--- src/rtl/fetch_unit.sv ---
// Instruction fetch front end: issues sequential fetches under a credit rule
// and buffers {pc, instr} responses in a small prefetch FIFO, with branch redirect.
module fetch_unit #(
  parameter int              PC_W     = 32,
  parameter int              INSTR_W  = 32,
  parameter logic [PC_W-1:0] PC_RESET = '0,
  parameter int              PC_STEP  = 4,
  parameter int              DEPTH    = 4
) (
  input  logic                   clk,
  input  logic                   rst,
  input  logic                   br_taken,
  input  logic [PC_W-1:0]        br_target,
  output logic                   imem_req,
  output logic [PC_W-1:0]        imem_addr,
  input  logic [INSTR_W-1:0]     imem_rdata,
  output logic                   out_valid,
  input  logic                   out_ready,
  output logic [PC_W-1:0]        out_pc,
  output logic [INSTR_W-1:0]     out_instr,
  output logic [$clog2(DEPTH):0] fifo_count
);

  localparam int AW = $clog2(DEPTH);
  localparam int CW = AW + 1;

  logic [PC_W-1:0]    fetch_pc;
  logic [PC_W-1:0]    inflight_pc;
  logic               inflight;
  logic               kill;
  logic [AW-1:0]      rd_ptr;
  logic [AW-1:0]      wr_ptr;
  logic [CW-1:0]      count;
  logic [PC_W-1:0]    pc_mem    [DEPTH];
  logic [INSTR_W-1:0] instr_mem [DEPTH];

  logic               pop;
  logic               push;
  logic [CW:0]        credit_used;
  logic [CW:0]        credit_limit;

  assign out_valid  = (count != '0);
  assign pop        = out_valid & out_ready;
  assign push       = inflight & ~kill & ~br_taken;
  assign fifo_count = count;
  assign out_pc     = pc_mem[rd_ptr];
  assign out_instr  = instr_mem[rd_ptr];
  assign imem_addr  = fetch_pc;

  // A request is only issued when a FIFO slot is guaranteed for its response,
  // counting the slot freed by this cycle's pop. Compared as used < limit to avoid underflow.
  assign credit_used  = {1'b0, count} + {{CW{1'b0}}, inflight};
  assign credit_limit = (CW+1)'(DEPTH) + {{CW{1'b0}}, pop};
  assign imem_req     = rst & ~br_taken & (credit_used < credit_limit);

  always_ff @(posedge clk or negedge rst) begin
    if (!rst) begin
      fetch_pc    <= PC_RESET;
      inflight_pc <= '0;
      inflight    <= 1'b0;
      kill        <= 1'b0;
      rd_ptr      <= '0;
      wr_ptr      <= '0;
      count       <= '0;
    end else if (br_taken) begin
      // Redirect beats push, pop and sequential advance; the response of the
      // request in flight this cycle is simply not pushed.
      fetch_pc <= br_target;
      inflight <= 1'b0;
      kill     <= 1'b1;
      rd_ptr   <= '0;
      wr_ptr   <= '0;
      count    <= '0;
    end else begin
      kill     <= 1'b0;
      inflight <= imem_req;
      if (imem_req) begin
        fetch_pc    <= fetch_pc + PC_W'(PC_STEP);
        inflight_pc <= fetch_pc;
      end
      if (push) wr_ptr <= wr_ptr + AW'(1);
      if (pop)  rd_ptr <= rd_ptr + AW'(1);
      case ({push, pop})
        2'b10:   count <= count + CW'(1);
        2'b01:   count <= count - CW'(1);
        default: count <= count;
      endcase
    end
  end

  // NOTE: the storage array has no reset; out_valid (count != 0) masks stale contents.
  always_ff @(posedge clk) begin
    if (push) begin
      pc_mem[wr_ptr]    <= inflight_pc;
      instr_mem[wr_ptr] <= imem_rdata;
    end
  end

endmodule

--- config.mk ---
export PLATFORM = sky130hd
export DESIGN_NAME = fetch_unit
export DESIGN_NICKNAME = d
export VERILOG_FILES = /design/src/rtl/fetch_unit.sv
export SDC_FILE = /design/constraint.sdc
export NUM_CORES = 1
export LEC_CHECK = 0
export BUFFER_PORTS_ARGS = -buffer_cell sky130_fd_sc_hd__buf_4
export CAP_MARGIN = 20
export CELL_PAD_IN_SITES_DETAIL_PLACEMENT = 2
export CELL_PAD_IN_SITES_GLOBAL_PLACEMENT = 2
export CORE_MARGIN = 2
export CORE_UTILIZATION = 43
export CTS_CLUSTER_SIZE = 40
export DETAILED_ROUTE_END_ITERATION = 12
export PLACE_DENSITY_LB_ADDON = 0.1
export RECOVER_POWER = 50
export SLEW_MARGIN = 10
export SYNTH_ARGS = -nofsm -noshare
export SYNTH_HDL_FRONTEND = slang
export SYNTH_SLANG_ARGS = --single-unit
--- constraint.sdc ---
create_clock -name clk -period 3.4 [get_ports clk]
set_clock_uncertainty 0.05 [all_clocks]
set_input_delay 0.34 -clock clk [delete_from_list [all_inputs] [get_ports clk]]
set_output_delay 0.34 -clock clk [all_outputs]
set_load 0.05 [all_outputs]
==> results.toml <==
[sta]
fin_crit_ns = 3.26
unrepaired_setup_endpoints_after_global_routing = "no"
worst_slack_on_hold_paths_ns = 0.0186
timing.final.setup_violations = 0
timing.final.max_slew_violations = 69
worst_slew_margin_rel_pct = -32.9
final_cycle_utilization_of_the_critical_path_pct = 95.8
fin_ws_ns = 0.141
setup-tns-final_ns = 0
report.final.hold_viol_count = 0
worst-slew-pin-transition_ns = 1.99
max_freq_ghz = 0.307

[worst_setup_path]
worst_path_largest_cell_delay_ns = 0.57
worstPathArrival_ns = 2.87
timing.critical_path.required_ns = 3.01
critical_path.slowest_cell = "sky130_fd_sc_hd__o31a_2"
setup.worst_path.start_class = "register"
timing_worst_setup_path_type = "reg -> out"
critPathTopFamily = "compound AO/OA/AOI/OAI gates"
number_of_buffers_and_inverters_on_the_critical_path = 2
worst-path-max-fanout = 19
worstPathCellList = "ha_1, ha_1, o31a_2, nor3_4, buf_4, buf_4"
endpoint_kind = "primary output"

[floorplanning]
io_pins = 169
row_count = 63
placeableCoreArea_um2 = 29700
die-height_um = 178
start_util_pct = 43.7
die_area_um2 = 31600
die_span_in_x_um = 178

[logic_synthesis]
share_of_the_synthesized_area_in_compound_gates_ao_oa_aoi_oai_pct = 1.55
synth.top_cells.by_area = "sky130_fd_sc_hd__edfxtp_1, sky130_fd_sc_hd__dfrtp_1, sky130_fd_sc_hd__mux4_2, sky130_fd_sc_hd__mux2_2, sky130_fd_sc_hd__xnor2_1"
post-synth-top-area-fraction_pct = 59.2
muxShareOfSynthArea_pct = 14.5
synth_fp_nets = 733
synth.lib_cells_used.distinct = 48
synthSimpleGateAreaFrac_pct = 6.38
syn_avg_cell_area_um2 = 19.8
synth_top_family_by_area = "multiplexers"
yosysWarningCount = 0
synthCells = 657
synth_edf_count = 256
post_synth_xor_xnor_area_pct = 2.02
post_synth_fa_ha_maj_area_fraction_pct = 0.829
synth_seq_cells = 329
synth-main-ff-cell = "sky130_fd_sc_hd__edfxtp_1"
synthArstFlopShare_pct = 22.2
ys_seq_area_share_pct = 73.3
synth.cell_area_um2 = 13000
yosys.area.top_type = "sky130_fd_sc_hd__edfxtp_1"

[place]
placed_area_um2 = 14800
place_congestion = 0.726
dp_hpwl_um = 20900
dpl_worst_slack_ns = 0.667
io_buffers = 168

[global_routing]
grt_antenna_before_repair = 0
grt_overflow = 0
grt_first_pass_wirelength_um = 52700
grt_max_degree = 66
number_of_global_route_vias_before_repair = 8060
globalRouteTotalUtil_pct = 22.7

[cts]
worstSkewPairLatency_ns = 0.50
path_clk_slew_ns = 0.05
cts_setup_buffers = 0
cts_tree = "built"
numCtsBuffers = 36
clk_path_buf_depth = 3
cts.root.buffer_cell = "sky130_fd_sc_hd__clkbuf_16"
clock_sink_count = 329
h-tree-depth = 2

[power]
p_per_area_nw_per_um2 = 759
total_power_mw = 12.1
ir_drop_mv = 0.515
leakagePower_nw = 5.51

[run_status]
failing_checks = "capacitance limit, slew limit"
run_status = "finished with violations"

[finish]
num_antenna_cells = 0
syn2layout_area_growth_pct = 23.0
layout_cells_sized_above_1_pct = 31.3
post_route_cell_area_um2 = 16000
final_nets = 964

[route]
post_drt_wl_per_cell_um = 26.4
dr.pass1.iters = 4
num_vias = 7112
drt-initial-drc-count = 502
routed_wl_um = 34400
residual_antenna_violating_net_count_after_detailed_routing = 0
route.detailed.vias_per_inst = 5.46
remaining_drc_errors = 0

[flow_run]
maxCapViolCount = 2

[worst_hold_path]
worst_hold_path_type = "in -> reg"
==> report_power, final <==
part / switching [mW] / total (mW) / internal (mW)
combinational: 1.97 / 3.16 / 1.19
sequential: 0.463 / 5.27 / 4.80
clock: 1.54 / 3.69 / 2.16
==> registers in the layout (all words and copies together), names as in the netlist <==
name	flops
fifo_count	3
imem_addr	32
inflight	1
inflight_pc	32
instr_mem	128
kill	1
pc_mem	128
rd_ptr	2
wr_ptr	2
==> tightest hold or removal path, delay by kind of cell <==
family	cells	cell delay [ns]
buf+inv	1	0.08
simple gates	1	0.04
compound gates	1	0.07
==> layer usage <==
metal,track usage [%],wire length (um),part of all wire (%)
met5,0,0,0
met2,39.8,18200,53
met4,4.78,541,1.6
met3,3.73,1710,5.0
met1,29.9,14000,41
==> cell usage in the layout, fill, tap and decap left out, drive strengths merged, types with 9 or more instances in the layout <==
| cell | synthesis | layout |
|---|---|---|
| nand2 | 31 | 31 |
| dfrtp | 73 | 73 |
| nor2 | 14 | 14 |
| mux2 | 37 | 37 |
| dlygate4sd3 | 0 | 38 |
| edfxtp | 256 | 256 |
| mux4 | 64 | 64 |
| buf | 15 | 114 |
| nor4 | 12 | 12 |
| nor3 | 9 | 9 |
| o21ai | 22 | 22 |
| xnor2 | 26 | 26 |
| clkbuf | 15 | 122 |
| clkinv | 0 | 11 |
| nand3 | 13 | 13 |
==> through the flow <==
step	util [%]	instances
2_1_floorplan	-	657
3_3_place_gp	49.6	1202
3_5_place_dp	49.6	1202
4_1_cts	54.6	1303
5_1_grt	53.7	1303
6_report	53.7	1303
==> final timing paths <==
check / start / endpoint / slack (ns) / depth (start not counted)
setup / recovery: fifo_count[0] / imem_req / 0.14 / 6
hold / removal: br_target[3] / imem_addr[3] / 0.02 / 3
setup reg to reg: inflight / pc_mem[0][13] / 0.38 / 4
hold reg to reg: inflight_pc[12] / pc_mem[2][12] / 0.46 / 0
max in group asynchronous: rst / imem_addr[19] / 0.43 / 4
min in group asynchronous: rst / inflight_pc[10] / 0.29 / 2
==> kinds of logic after synthesis <==
| kind of cell | count (synthesis) |
|---|---|
| adder cells (fa/ha/maj) | 8 |
| AND/OR/NAND/NOR | 121 |
| AO/OA/AOI/OAI | 31 |
| multiplexers | 104 |
| buffers and inverters | 34 |
| flip-flops | 329 |
| XOR/XNOR | 30 |
==> synth_stat cells, types with 2 or more instances <==
library cell / instances
sky130_fd_sc_hd__clkbuf_1: 15
sky130_fd_sc_hd__and2_1: 6
sky130_fd_sc_hd__mux2i_1: 3
sky130_fd_sc_hd__nor4b_4: 3
sky130_fd_sc_hd__buf_2: 6
sky130_fd_sc_hd__edfxtp_1: 256
sky130_fd_sc_hd__nor3_1: 8
sky130_fd_sc_hd__buf_6: 2
sky130_fd_sc_hd__nor3b_1: 5
sky130_fd_sc_hd__nand2b_1: 3
sky130_fd_sc_hd__nand4_1: 4
sky130_fd_sc_hd__mux2_1: 2
sky130_fd_sc_hd__or3_1: 2
sky130_fd_sc_hd__and3_1: 8
sky130_fd_sc_hd__dfrtp_1: 73
sky130_fd_sc_hd__ha_1: 7
sky130_fd_sc_hd__buf_1: 3
sky130_fd_sc_hd__nor4_1: 5
sky130_fd_sc_hd__nand2_1: 31
sky130_fd_sc_hd__mux4_2: 64
sky130_fd_sc_hd__inv_1: 4
sky130_fd_sc_hd__buf_4: 3
sky130_fd_sc_hd__o21ai_1: 9
sky130_fd_sc_hd__o21ai_0: 13
sky130_fd_sc_hd__nor2_1: 14
sky130_fd_sc_hd__a221o_1: 4
sky130_fd_sc_hd__xnor2_1: 26
sky130_fd_sc_hd__xor2_1: 4
sky130_fd_sc_hd__nand3_1: 13
sky130_fd_sc_hd__and4_1: 4
sky130_fd_sc_hd__nor4_4: 6
sky130_fd_sc_hd__mux2_2: 35
==> area by class of cell <==
type / count / area, um^2
repair buffers: 223 / 1540
flip-flops and latches: 329 / 9520
multi-input cells: 294 / 3300
clock inverters: 12 / 82.6
clock buffers: 51 / 1020
fillers: 2611 / 13800
well taps: 390 / 488
inverters: 4 / 15.0
==> timing repair <==
| action | 4_1_cts | 5_1_grt |
|---|---|---|
| hold endpoints to repair | 166 | 0 |
| hold buffers | 38 | 0 |
| resized for setup | 0 | 0 |
Note: power is estimated with default switching activity, not from simulation.
